==> config.mk <==
export PLATFORM = sky130hd
export DESIGN_NAME = apb_slave_mem_flat
export DESIGN_NICKNAME = d
export VERILOG_FILES = /design/src/rtl/apb_slv_pkg.sv /design/src/rtl/apb_slave_mem_if.sv /design/src/rtl/apb_slv_mem.sv /design/src/rtl/apb_slave_mem.sv /design/src/flat_wrapper.sv
export SDC_FILE = /design/constraint.sdc
export NUM_CORES = 1
export LEC_CHECK = 0
export CORE_ASPECT_RATIO = 0.7
export CORE_MARGIN = 4
export CORE_UTILIZATION = 35
export CTS_CLUSTER_SIZE = 14
export DETAILED_ROUTE_END_ITERATION = 8
export PLACE_DENSITY = 0.59
export SYNTH_ARGS = -nofsm -noshare
export SYNTH_HDL_FRONTEND = slang
export SYNTH_SLANG_ARGS = --single-unit
==> constraint.sdc <==
create_clock -name clk -period 6.3 [get_ports clk]
set_input_delay 0.63 -clock clk [delete_from_list [all_inputs] [get_ports clk]]
set_output_delay 0.63 -clock clk [all_outputs]
set_load 0.05 [all_outputs]
==> src/rtl/apb_slv_pkg.sv <==
// apb_slv_pkg: shared FSM type, counter width and index-width helpers for apb_slave_mem
package apb_slv_pkg;
  typedef enum logic {IDLE, ACCESS} state_t;
  localparam int CNT_W = 4;
  function automatic int idx_w(input int mem_depth);
    return $clog2(mem_depth);
  endfunction
  function automatic int lane_sh(input int strb_size);
    return $clog2(strb_size);
  endfunction
endpackage

==> src/rtl/apb_slave_mem_if.sv <==
// apb_slave_mem_if: APB request/response bundle between master and memory completer
interface apb_slave_mem_if #(
  parameter int ADDR_WIDTH = 32,
  parameter int DATA_WIDTH = 32,
  parameter int STRB_SIZE = DATA_WIDTH / 8
);
  logic sel;
  logic enable;
  logic write;
  logic [STRB_SIZE-1:0] strobe;
  logic [ADDR_WIDTH-1:0] addr;
  logic [DATA_WIDTH-1:0] wdata;
  logic ready;
  logic [DATA_WIDTH-1:0] rdata;
  logic slverr;
  modport master(output sel, enable, write, strobe, addr, wdata, input ready, rdata, slverr);
  modport slave(input sel, enable, write, strobe, addr, wdata, output ready, rdata, slverr);
endinterface

==> src/rtl/apb_slv_mem.sv <==
// apb_slv_mem: word array with synchronous clear, byte-lane writes and combinational read
module apb_slv_mem #(
  parameter int DATA_WIDTH = 32,
  parameter int STRB_SIZE = DATA_WIDTH / 8,
  parameter int MEM_DEPTH = 16,
  parameter int IDX_W = $clog2(MEM_DEPTH)
) (
  input  logic clk,
  input  logic rst,
  input  logic we,
  input  logic [IDX_W-1:0] idx,
  input  logic [STRB_SIZE-1:0] strobe,
  input  logic [DATA_WIDTH-1:0] wdata,
  output logic [DATA_WIDTH-1:0] rdata
);
  logic [DATA_WIDTH-1:0] mem [MEM_DEPTH];
  // reset clears every word; otherwise only strobed lanes of the addressed word change
  always_ff @(posedge clk)
    if (rst)
      for (int i = 0; i < MEM_DEPTH; i++) mem[i] <= '0;
    else if (we)
      for (int j = 0; j < STRB_SIZE; j++)
        if (strobe[j]) mem[idx][8*j +: 8] <= wdata[8*j +: 8];
  assign rdata = mem[idx];
endmodule

==> src/rtl/apb_slave_mem.sv <==
// apb_slave_mem: APB completer over a register bank with WAIT_CYCLES wait states; APB_SLV_ERR_EN enables out-of-range slverr
module apb_slave_mem
  import apb_slv_pkg::*;
#(
  parameter int ADDR_WIDTH = 32,
  parameter int DATA_WIDTH = 32,
  parameter int STRB_SIZE = DATA_WIDTH / 8,
  parameter int MEM_DEPTH = 16,
  parameter int WAIT_CYCLES = 0
) (
  input logic clk,
  input logic rst,
  apb_slave_mem_if.slave bus
);
  localparam int IDX_W = idx_w(MEM_DEPTH);
  localparam int LANE_SH = lane_sh(STRB_SIZE);
  state_t state_q, state_d;
  logic [CNT_W-1:0] cnt_q, cnt_d;
  logic write_q, oor_q;
  logic [STRB_SIZE-1:0] strobe_q;
  logic [IDX_W-1:0] idx_q;
  logic [DATA_WIDTH-1:0] wdata_q, mem_rd;
  logic latch, ready, err, we;
  logic unused_ok;
  assign ready = state_q == ACCESS && cnt_q == CNT_W'(WAIT_CYCLES) && bus.sel && bus.enable;
`ifdef APB_SLV_ERR_EN
  assign err = oor_q;
`else
  assign err = 1'b0;
`endif
  assign unused_ok = ^{oor_q, bus.addr[LANE_SH-1:0]};
  assign we = ready && write_q && !err;
  assign bus.ready = ready;
  assign bus.slverr = ready && err;
  assign bus.rdata = (ready && !err) ? mem_rd : '0;
  // state, wait counter and the request captured during the setup phase
  always_ff @(posedge clk)
    if (rst) begin
      state_q <= IDLE;
      cnt_q <= '0;
      write_q <= 1'b0;
      oor_q <= 1'b0;
      strobe_q <= '0;
      idx_q <= '0;
      wdata_q <= '0;
    end else begin
      state_q <= state_d;
      cnt_q <= cnt_d;
      if (latch) begin
        write_q <= bus.write;
        oor_q <= |bus.addr[ADDR_WIDTH-1:LANE_SH+IDX_W];
        strobe_q <= bus.strobe;
        idx_q <= bus.addr[LANE_SH +: IDX_W];
        wdata_q <= bus.wdata;
      end
    end
  // next state: setup enters ACCESS, deselect aborts, wait states count up, ready returns to IDLE
  always_comb begin
    state_d = state_q;
    cnt_d = cnt_q;
    latch = 1'b0;
    if (state_q == IDLE) begin
      latch = bus.sel && !bus.enable;
      state_d = latch ? ACCESS : IDLE;
      cnt_d = '0;
    end else if (!bus.sel)
      state_d = IDLE;
    else if (cnt_q != CNT_W'(WAIT_CYCLES))
      cnt_d = cnt_q + 1'b1;
    else if (ready)
      state_d = IDLE;
  end
  apb_slv_mem #(
    .DATA_WIDTH(DATA_WIDTH),
    .STRB_SIZE(STRB_SIZE),
    .MEM_DEPTH(MEM_DEPTH),
    .IDX_W(IDX_W)
  ) u_mem (
    .clk(clk),
    .rst(rst),
    .we(we),
    .idx(idx_q),
    .strobe(strobe_q),
    .wdata(wdata_q),
    .rdata(mem_rd)
  );
endmodule

==> src/flat_wrapper.sv <==
// flat-port wrapper written by rule: the top's interface ports become plain ports
module apb_slave_mem_flat import apb_slv_pkg::*;
#(
  parameter int ADDR_WIDTH = 32,
  parameter int DATA_WIDTH = 32,
  parameter int STRB_SIZE = DATA_WIDTH / 8,
  parameter int MEM_DEPTH = 16,
  parameter int WAIT_CYCLES = 0
)
  (clk, rst, bus_sel, bus_enable, bus_write, bus_strobe, bus_addr, bus_wdata, bus_ready, bus_rdata, bus_slverr);
  apb_slave_mem_if #(.ADDR_WIDTH(ADDR_WIDTH), .DATA_WIDTH(DATA_WIDTH), .STRB_SIZE(STRB_SIZE)) bus_i ();
  input logic clk;
  input logic rst;
  input wire logic [$bits(bus_i.sel)-1:0] bus_sel;
  input wire logic [$bits(bus_i.enable)-1:0] bus_enable;
  input wire logic [$bits(bus_i.write)-1:0] bus_write;
  input wire logic [$bits(bus_i.strobe)-1:0] bus_strobe;
  input wire logic [$bits(bus_i.addr)-1:0] bus_addr;
  input wire logic [$bits(bus_i.wdata)-1:0] bus_wdata;
  output wire logic [$bits(bus_i.ready)-1:0] bus_ready;
  output wire logic [$bits(bus_i.rdata)-1:0] bus_rdata;
  output wire logic [$bits(bus_i.slverr)-1:0] bus_slverr;
  assign bus_i.sel = bus_sel;
  assign bus_i.enable = bus_enable;
  assign bus_i.write = bus_write;
  assign bus_i.strobe = bus_strobe;
  assign bus_i.addr = bus_addr;
  assign bus_i.wdata = bus_wdata;
  assign bus_ready = bus_i.ready;
  assign bus_rdata = bus_i.rdata;
  assign bus_slverr = bus_i.slverr;
  apb_slave_mem #(.ADDR_WIDTH(ADDR_WIDTH), .DATA_WIDTH(DATA_WIDTH), .STRB_SIZE(STRB_SIZE), .MEM_DEPTH(MEM_DEPTH), .WAIT_CYCLES(WAIT_CYCLES)) u_core (.clk(clk), .rst(rst), .bus(bus_i));
endmodule
Word level (Yosys, flattened, before mapping)
Memory sizes are Yosys's and may differ from the RTL's. A register that Yosys moved wholly into a read port is not among the register bits.
Cells that the tools add are included.
Word-level totals
  bits in writable memories: 512
  ROM bits: 0
  word-level logic and storage cells: 50
  bits of input ports: 73
  latch bits: 0
  memories kept: 1
  register bits after elaboration: 46
Cells by class
  eq/ne operators: 0
  multiply operators: 0
  bitwise operators: 1
  shift operators: 0
  reductions and logical operators: 11
  divide/modulo/power cells: 0
  $lt $le $gt $ge: 0
  add/subtract/negate cells: 1
  mux-type cells: 30
Memories
  u_core.u_mem.mem: words 16, width 32, rd ports 1, clocked after memory_dff 1, wr ports 16, line apb_slv_mem.sv:16  | logic [DATA_WIDTH-1:0] mem [MEM_DEPTH];
Operators by type and width (count)
  $mux 32: 2
  $reduce_or 32->1: 1
  $mux 1: 24
  $mux 4: 4
  $logic_and 1x1->1: 5
  $add 4x1->4 const B: 1
  $logic_not 4->1: 1
  $reduce_bool 4->1: 1
  $reduce_and 2->1: 1
  $reduce_or 2->1: 1
  $logic_not 1->1: 1
  $not 1->1: 1

Longest topological paths before layout
Gate-level depths: netlist of run 1.
  depth in word-level cells: 10
  mapped depth: 7
  mapped depth without buffers: 6

Modules after synthesis
From an unflattened synthesis of run 1, not the netlist that was laid out.
Unflattened totals
  cell total of the unflattened synthesis: 1767
  area, all modules: 24249.5 um^2
Modules (own cells, without submodules)
  apb_slv_mem: cells each 1520, times used 1, area an instance 22311.4 um^2
  apb_slave_mem: cells each 247, times used 1, area an instance 1938.1 um^2

Worst setup path after synthesis of run 1
Ideal clock, no wire load.
  path kind: input -> output
  from: input bus_enable
  to: output bus_rdata[22]
  buffers on the path: 1
  data arrival time: 2.354 ns
  setup slack: 3.316 ns
  data required time: 5.670 ns
  stages: 4
  path through: and3_1 > nand2_1 > clkbuf_1 > a211oi_1
Between the ends
  word-level cells in the longest chain between the ends: 2
RTL lines
  start, declared: line flat_wrapper.sv:15  | input wire logic [$bits(bus_i.enable)-1:0] bus_enable;
  $logic_and 1x1->1: line apb_slave_mem.sv:25  | assign ready = state_q == ACCESS && cnt_q == CNT_W'(WAIT_CYCLES) && bus.sel && bus.enable;
  $mux 32: line apb_slave_mem.sv:35  | assign bus.rdata = (ready && !err) ? mem_rd : '0;
  end, declared: line flat_wrapper.sv:21  | output wire logic [$bits(bus_i.rdata)-1:0] bus_rdata;
Every way passes these cells.

==> results.toml, run 1 <==
[power]
peakVddDrop_uv = 173.5
p_int_w = 0.006231
p_switching_w = 0.001738
power.density_nw_per_um2 = 273.5
combPwrFrac_pct = 5.2
leakage_nw = 9.842
pwr-share-seq_pct = 53.7
switching_share_pct = 21.81
clkPwrFrac_pct = 41.1

[synth]
yosys_register_bits = 562
synth_xor_area_share_pct = 0.1020
synth_compound_area_share_pct = 2.681
ys_seq_area_share_pct = 63.57
synthesis.area_um2 = 25760
synth_top_family_by_area = "simple AND/OR/NAND/NOR gates"
synthAdderAreaFrac_pct = 0.09714
synthMuxAreaShare_pct = 12.47
syn_inst = 1741
yosys_warnings = 0
synth.distinct_cells = 28
syn-num-nets = 1816
synthSimpleGateAreaFrac_pct = 18.94
synth_area_per_cell_um2 = 14.80

[timing]
rsz0062_at_grt = "no"
max_freq_ghz = 0.2181
final-setup-viol-count = 0
slew_viol_final = 0
finalCritPeriodShare_pct = 72.79
tightest_slew_ps = 1072
fin_tns_setup_ps = 0
hold_viol_final = 0
max-slew-margin-rel_pct = 28.29
fin_skew_ps = 27.12
finalCriticalPeriod_ps = 4586

[place]
dp.cells = 2691
dpl.hpwl_mm = 40.16
place.gp.congestion = 0.7641
portBuffers = 77
placed_cell_area_um2 = 27380

[setup_path]
max_stage_delay_ps = 890
worstSetupPathType = "reg -> out"
start_kind = "flip-flop"
crit_arrival_ps = 3960
path_buf_inv = 2
crit_top_cell = "a211oi_1"
critPathRequiredTime_ps = 5670
cp_max_fo = 38
cp-end-kind = "output port"
slowest_stage = "dfxtp_4"
cp_top_family = "buffers and inverters"
crit_chain = "buf_4, mux4_2, nor2b_1, a211oi_1, a211oi_1, clkdlybuf4s50_1"

[global_route]
grt_pass1_wl_mm = 95.04
antenna_found_initial = 2
grt_usage_pct = 16.03
grt_overflow = 0
grt_pass1_vias = 14480
grt_start_max_net_pins = 78

[drt]
routed_wl_mm = 63.38
drc_errors = 0
via_per_inst = 5.061
drt-pass1-iter-count = 5
detail_route.wl_per_cell_um = 22.72
drt_first_iter_violations = 1284
ant_nets = 0
via_count = 14110

[status]
status = "complete, no violations"

[clock_network]
cts_resized = 0
clk_pin_slew_ps = 70
clockBufferDepth = 3
holdBufCountCts = 0
numCtsBuffers = 53
h-tree-depth = 2
cts_tree = "done"
clock-sinks = 562
clock_latency_ps = 600
postCtsSetupRepairBufs = 0
cts_root_buf = "clkbuf_16"

[finish]
syn_to_final_growth_pct = 13.12
final_area_um2 = 29140
layoutNonFillerInstCount = 2789
drive_gt1_share_pct = 18.10
diodes = 0
fillers = 6573
final_cell_mix = "and2_1 (512), edfxtp_1 (512), mux4_2 (128)"
nets = 1855

[floorplan]
dieArea_um2 = 78080
io_pins = 107
die_h_um = 235.0
fp.dieW_um = 332.3
num_rows = 82
start_util_pct = 35.67
core_area_um2 = 72230

[run]
drv_cap = 0

[worst_hold_path]
hold_class = "in -> reg"
-- Yosys cell counts (all sizes together) --
cell type | n | area [µm²]
a211oi | 64 | 480.5
a21oi | 42 | 210.2
and2 | 512 | 3203
and3 | 1 | 6.260
buf | 41 | 287.8
clkbuf | 66 | 247.7
conb | 1 | 3.750
dfxtp | 50 | 1001
edfxtp | 512 | 15370
ha | 2 | 25.02
inv | 3 | 11.26
mux2i | 33 | 330.3
mux4 | 128 | 2883
nand2 | 92 | 345.3
nand2b | 3 | 18.77
nand3 | 6 | 30.03
nand3b | 2 | 15.01
nand4 | 6 | 37.54
nor2 | 71 | 566.8
nor2b | 37 | 231.5
nor3b | 1 | 18.77
or2 | 65 | 406.6
xnor2 | 1 | 8.760
xor2 | 2 | 17.52
-- registers in the layout (all words and copies together), names as in the netlist, named ones only --
register / cells
u_core.idx_q: 4
u_core.cnt_q: 4
u_core.write_q: 1
u_core.strobe_q: 4
u_core.state_q: 1
u_core.u_mem.mem: 512
u_core.wdata_q: 32
-- kinds of logic (layout without fill, tap and decap cells) --
group	count (synthesis)	after routing
AND/OR/NAND/NOR	796	796
flip-flops	562	562
multiplexers	161	161
buffers and inverters	110	192
AO/OA/AOI/OAI	106	106
XOR/XNOR	3	3
adder cells (fa/ha/maj)	2	2
other	1	1
-- stage by stage --
step | hold WS [ps] | total power (W) | utilization (%) | setup WS, ps
finish | 435.5 | 0.007969 | 40.35 | 1714
global route | 459.5 | 0.008237 | 40.35 | 1436
global placement | 449.3 | 0.004763 | 37.91 | 1983
CTS | 427.6 | 0.008032 | 40.35 | 1598
floorplan | 431.8 | 0.004591 | - | 3316
detailed placement | 448.5 | 0.004778 | 37.91 | 1956
-- worst paths after layout --
check             cells after the start       startpoint  slack, ps                      end
hold reg to reg                       2   u_core.write_q        460           u_core.write_q
setup / recovery                      6        flip-flop       1710            bus_rdata[30]
hold / removal                        2              rst        440       u_core.strobe_q[1]
setup reg to reg                      4  u_core.idx_q[3]       3400  u_core.u_mem.mem[11][3]
-- per-layer routing --
metal  vias to the layer above  share of wire, %  global-route usage, %  wire, µm
met5                         -                 0                      0         0
met4                         0               1.6                  2.932      1009
met3                        69               6.9                  3.089      4361
met2                       444                44                  24.04     28090
met1                      7171                47                  24.44     29920
li1                       6430                 -                      -         -
-- layout make-up --
type                       count  area (µm²)  area share (%)
timing repair buffer          91       923.4           3.169
tap                          966        1209           4.148
sequential                   562       16390           56.24
clock buffer                  78        1565           5.371
multi-input combinational   1069        8848           30.36
inverter                       3       11.26         0.03864
clock inverter                20       196.4          0.6741
-- power by group through the flow --
stage	clock network [W]	logic [W]	registers (W)
3_5_place_dp	0	0.000419	0.00436
6_report	0.00328	0.000416	0.00428
3_3_place_gp	0	0.000414	0.00435
5_1_grt	0.00350	0.000445	0.00429
4_1_cts	0.00333	0.000420	0.00428
2_1_floorplan	0	0.000311	0.00428
(Power assumes the default switching activity.)
==> run 2: changes to the inputs <==
PLACE_DENSITY = 0.61   (was 0.59)
clock period = 3.9 ns   (was 6.3 ns; I/O delays follow)
==> results.toml, run 2 (synthesis results as in run 1) <==
[place]
dpl.hpwl_mm = 41.67
dpl_worst_slack_ps = 938.7
portBuffers = 77
placed_cell_area_um2 = 27530
place.gp.congestion = 0.7687

[clock_network]
clockBufferDepth = 3
h-tree-depth = 2
clock-sinks = 562
clk_pin_slew_ps = 60
cts_tree = "done"
cts_resized = 0
postCtsSetupRepairBufs = 0
cts_root_buf = "clkbuf_16"
holdBufCountCts = 0
clock_latency_ps = 620
numCtsBuffers = 54

[setup_path]
r2r_cells = 4
worstSetupPathType = "reg -> out"
path_buf_inv = 2
slowest_stage = "dfxtp_4"
cp_max_fo = 29
max_stage_delay_ps = 690
crit_top_cell = "a211oi_1"
crit_arrival_ps = 3140
start_kind = "flip-flop"
cp-end-kind = "output port"
cp_top_family = "flip-flops"
crit_chain = "buf_12, mux4_2, nor2b_1, a211oi_1, a211oi_1, buf_4"
critPathRequiredTime_ps = 3510
path_depth = 6

[timing]
hold_viol_final = 0
setup_ws_ps = 373.0
finalCriticalPeriod_ps = 3527
final-setup-viol-count = 0
finalCritPeriodShare_pct = 90.44
fin_skew_ps = 18.21
slew_viol_final = 0
max_freq_ghz = 0.2835
max-slew-margin-rel_pct = 39.72
fin_tns_setup_ps = 0
rsz0062_at_grt = "no"
tightest_slew_ps = 902.0

[floorplan]
fp.dieW_um = 332.3
core_area_um2 = 72230
die_h_um = 235.0
io_pins = 107
num_rows = 82
dieArea_um2 = 78080
start_util_pct = 35.67

[drt]
via_per_inst = 5.076
drc_errors = 0
routed_wl_mm = 63.82
via_count = 14300
detail_route.wl_per_cell_um = 22.65
drt-pass1-iter-count = 5
ant_nets = 0
drt_first_iter_violations = 1381

[finish]
final_cell_mix = "and2_1 (512), edfxtp_1 (512), mux4_2 (128)"
multi_input_area_um2 = 8848
fillers = 6627
diodes = 0
reg_top3 = "u_core.u_mem.mem: 512 flops, u_core.wdata_q: 32 flops"
top_register = "u_core.u_mem.mem"
final_area_um2 = 29160
syn_to_final_growth_pct = 13.20
seq_area_um2 = 16390
largest_reg_flops = 512
drive_gt1_share_pct = 21.07
nets = 1883

[power]
switching_share_pct = 22.46
p_int_w = 0.009754
clkPwrFrac_pct = 39.6
peakVddDrop_uv = 361.5
power.density_nw_per_um2 = 431.4
pwr-share-seq_pct = 54.9
leakage_nw = 10.00
combPwrFrac_pct = 5.5
p_switching_w = 0.002826

[worst_hold_path]
hold_class = "in -> reg"
hold_path_depth = 3

[global_route]
grt_pass1_vias = 14290
grt_pass1_wl_mm = 94.89
grt_start_max_net_pins = 61
antenna_found_initial = 0
grt_usage_pct = 16.06
grt_overflow = 0

[run]
drv_cap = 0

[status]
status = "complete, no violations"
[run 2: changes by cell type in the layout (fill, tap and decap cells not counted), sizes merged]
| cell | previous run | this run |
|---|---|---|
| buf | 15 | 74 |
| bufinv | 4 | 0 |
| clkbuf | 78 | 79 |
| clkdlybuf4s50 | 76 | 44 |
| clkinv | 14 | 17 |
| clkinvlp | 1 | 0 |
| inv | 4 | 6 |
[run 2: tightest hold or removal path, stage by stage]
cell	delay (ps)
clkdlybuf4s50_1	390
nand2_1	60
a21oi_1	50
[run 2: area by class of cell]
cell class              instances  share of cell area (%)
inverters                       3                 0.03862
repair buffers                118                   3.673
multi-input cells            1069                   30.34
flip-flops and latches        562                   56.20
clock buffers                  79                   5.239
clock inverters                20                  0.3604
well taps                     966                   4.145
[run 2: path summary, 6_finish.rpt]
path / start / endpoint / slack (ps)
max: flip-flop / bus_rdata[21] / 370
min: bus_wdata[25] / u_core.wdata_q[25] / 330
max reg2reg: u_core.idx_q[0] / u_core.u_mem.mem[12][0] / 1030
min reg2reg: u_core.write_q / u_core.write_q / 450
[run 2: layer usage]
layer  wire (µm)  up-vias  part of all wire [%]  track usage (%)
li1            -     6479                     -                -
met1       29960     7239                    47            24.16
met2       27530      508                    43            23.31
met3        5143       74                   8.1            4.144
met4        1188        0                   1.9            3.668
met5           0        -                     0                0
[run 2: stage by stage]
| step | utilization (%) | cells | hold WS [ps] | total power, W |
|---|---|---|---|---|
| CTS | 40.37 | 2817 | 297.3 | 0.01268 |
| global route | 40.37 | 2817 | 315.8 | 0.01300 |
| detailed placement | 38.11 | 2718 | 446.5 | 0.007730 |
| floorplan | - | 1741 | 431.8 | 0.007417 |
| finish | 40.37 | 2817 | 329.8 | 0.01258 |
| global placement | 38.11 | 2718 | 442.5 | 0.007707 |
[run 2: power groups by stage]
stage	Combinational (W)	Sequential (W)	Clock, W
final	0.000691	0.00691	0.00498
after floorplan	0.000502	0.00692	0
after global routing	0.000736	0.00693	0.00534
after global placement	0.000684	0.00702	0
after detailed placement	0.000693	0.00704	0
after CTS	0.000696	0.00691	0.00507
==> run 3: changes to the inputs <==
CORE_ASPECT_RATIO = not set   (was 0.7)
==> results.toml, run 3 (synthesis results as in run 1) <==
[worst_hold_path]
worstHoldEndpoint = "u_core.wdata_q[30]"
hold_start = "rst"
hold_path_depth = 2
hold_class = "in -> reg"

[global_route]
grt_usage_pct = 15.51
antenna_found_initial = 0
grt_pass1_vias = 14510
grt_overflow = 0
grt_start_max_net_pins = 65
grt_pass1_wl_mm = 91.58

[setup_path]
cp_top_family = "buffers and inverters"
crit_arrival_ps = 3200
start_kind = "flip-flop"
crit_top_cell = "a211oi_1"
cp_max_fo = 18
rr_startpoint = "u_core.idx_q[3]"
r2r_cells = 4
critPathRequiredTime_ps = 3510
max_stage_delay_ps = 760
cp-end-kind = "output port"
worstSetupPathType = "reg -> out"
crit_chain = "mux4_2, nor2b_1, a211oi_1, a211oi_1, clkdlybuf4s50_1"
slowest_stage = "clkdlybuf4s50_1"
path_buf_inv = 1
reg2reg_to = "u_core.u_mem.mem[11][2]"
r2r_slack_ps = 1100

[run]
drv_cap = 0

[timing]
tightest_slew_ps = 973.4
slew_viol_final = 0
max_freq_ghz = 0.2783
finalCriticalPeriod_ps = 3593
final-setup-viol-count = 0
hold_viol_final = 0
max-slew-margin-rel_pct = 35.11
fin_tns_setup_ps = 0
rsz0062_at_grt = "no"
finalCritPeriodShare_pct = 92.12
whs_ps = 275.1
fin_skew_ps = 8.468

[clock_network]
clock-sinks = 562
clockBufferDepth = 3
cts_root_buf = "clkbuf_16"
numCtsBuffers = 56
clock_latency_ps = 590
holdBufCountCts = 0
postCtsSetupRepairBufs = 0
cts_resized = 0
clk_pin_slew_ps = 60
cts_tree = "done"
h-tree-depth = 2

[floorplan]
num_rows = 99
dieArea_um2 = 78010
core_area_um2 = 72960
start_util_pct = 35.31
fp.dieW_um = 279.3
die_h_um = 279.3
io_pins = 107

[place]
portBuffers = 77
place.gp.congestion = 0.7800
dpl.hpwl_mm = 39.46

[drt]
routed_wl_mm = 60.57
via_per_inst = 4.971
drt_first_iter_violations = 1243
ant_nets = 0
drt-pass1-iter-count = 5
via_count = 13930
detail_route.wl_per_cell_um = 21.61
drc_errors = 0

[finish]
postLayoutCoreUtil_pct = 39.93
syn_to_final_growth_pct = 13.08
final_cell_mix = "and2_1 (512), edfxtp_1 (512), mux4_2 (128)"
drive_gt1_share_pct = 20.39
largest_reg_flops = 512
reg_top3 = "u_core.u_mem.mem: 512 flops, u_core.wdata_q: 32 flops"
fillers = 6677
top_register = "u_core.u_mem.mem"
diodes = 0
nets = 1876

[power]
power.density_nw_per_um2 = 433.3
peakVddDrop_uv = 303.3
leakage_nw = 9.974

[status]
status = "complete, no violations"
run 3: through the flow:
step	std cells	total power, W	cell area (µm²)	setup WS [ps]
floorplan	1741	0.007417	25760	1182
global placement	2702	0.007678	27440	768.4
detailed placement	2702	0.007701	27440	750.0
CTS	2803	0.01275	29130	201.7
global route	2803	0.01307	29130	162.6
finish	2803	0.01262	29130	307.3
run 3: final cells by class:
| class | count | area [µm²] | area share (%) |
|---|---|---|---|
| multi-input combinational | 1069 | 8848 | 30.38 |
| clock inverter | 25 | 188.9 | 0.6486 |
| clock buffer | 76 | 1498 | 5.141 |
| inverter | 3 | 11.26 | 0.03866 |
| tap | 959 | 1200 | 4.119 |
| sequential | 562 | 16390 | 56.26 |
| timing repair buffer | 109 | 996.0 | 3.419 |
run 3: worst max path at each step:
| stage | slack (ps) | to | cells after the start |
|---|---|---|---|
| 2_1_floorplan | 1180 | bus_rdata[22] | 6 |
| 3_3_place_gp | 770 | bus_rdata[2] | 5 |
| 3_5_place_dp | 750 | bus_rdata[1] | 5 |
| 4_1_cts | 200 | bus_rdata[26] | 6 |
| 5_1_grt | 160 | bus_rdata[26] | 6 |
| 6_report | 310 | bus_rdata[2] | 5 |
run 3: power breakdown:
part	internal (W)	switching [W]
registers	0.00674	0.000145
clock network	0.00287	0.00219
logic	0.000287	0.000382
total	0.00990	0.00272
run 3: per-layer routing:
metal,up-vias,share of wire [%],track usage [%]
met5,-,0,0
met4,0,2.4,4.055
met3,90,4.5,2.450
met2,316,50,26.52
met1,7070,43,20.75
li1,6457,-,-
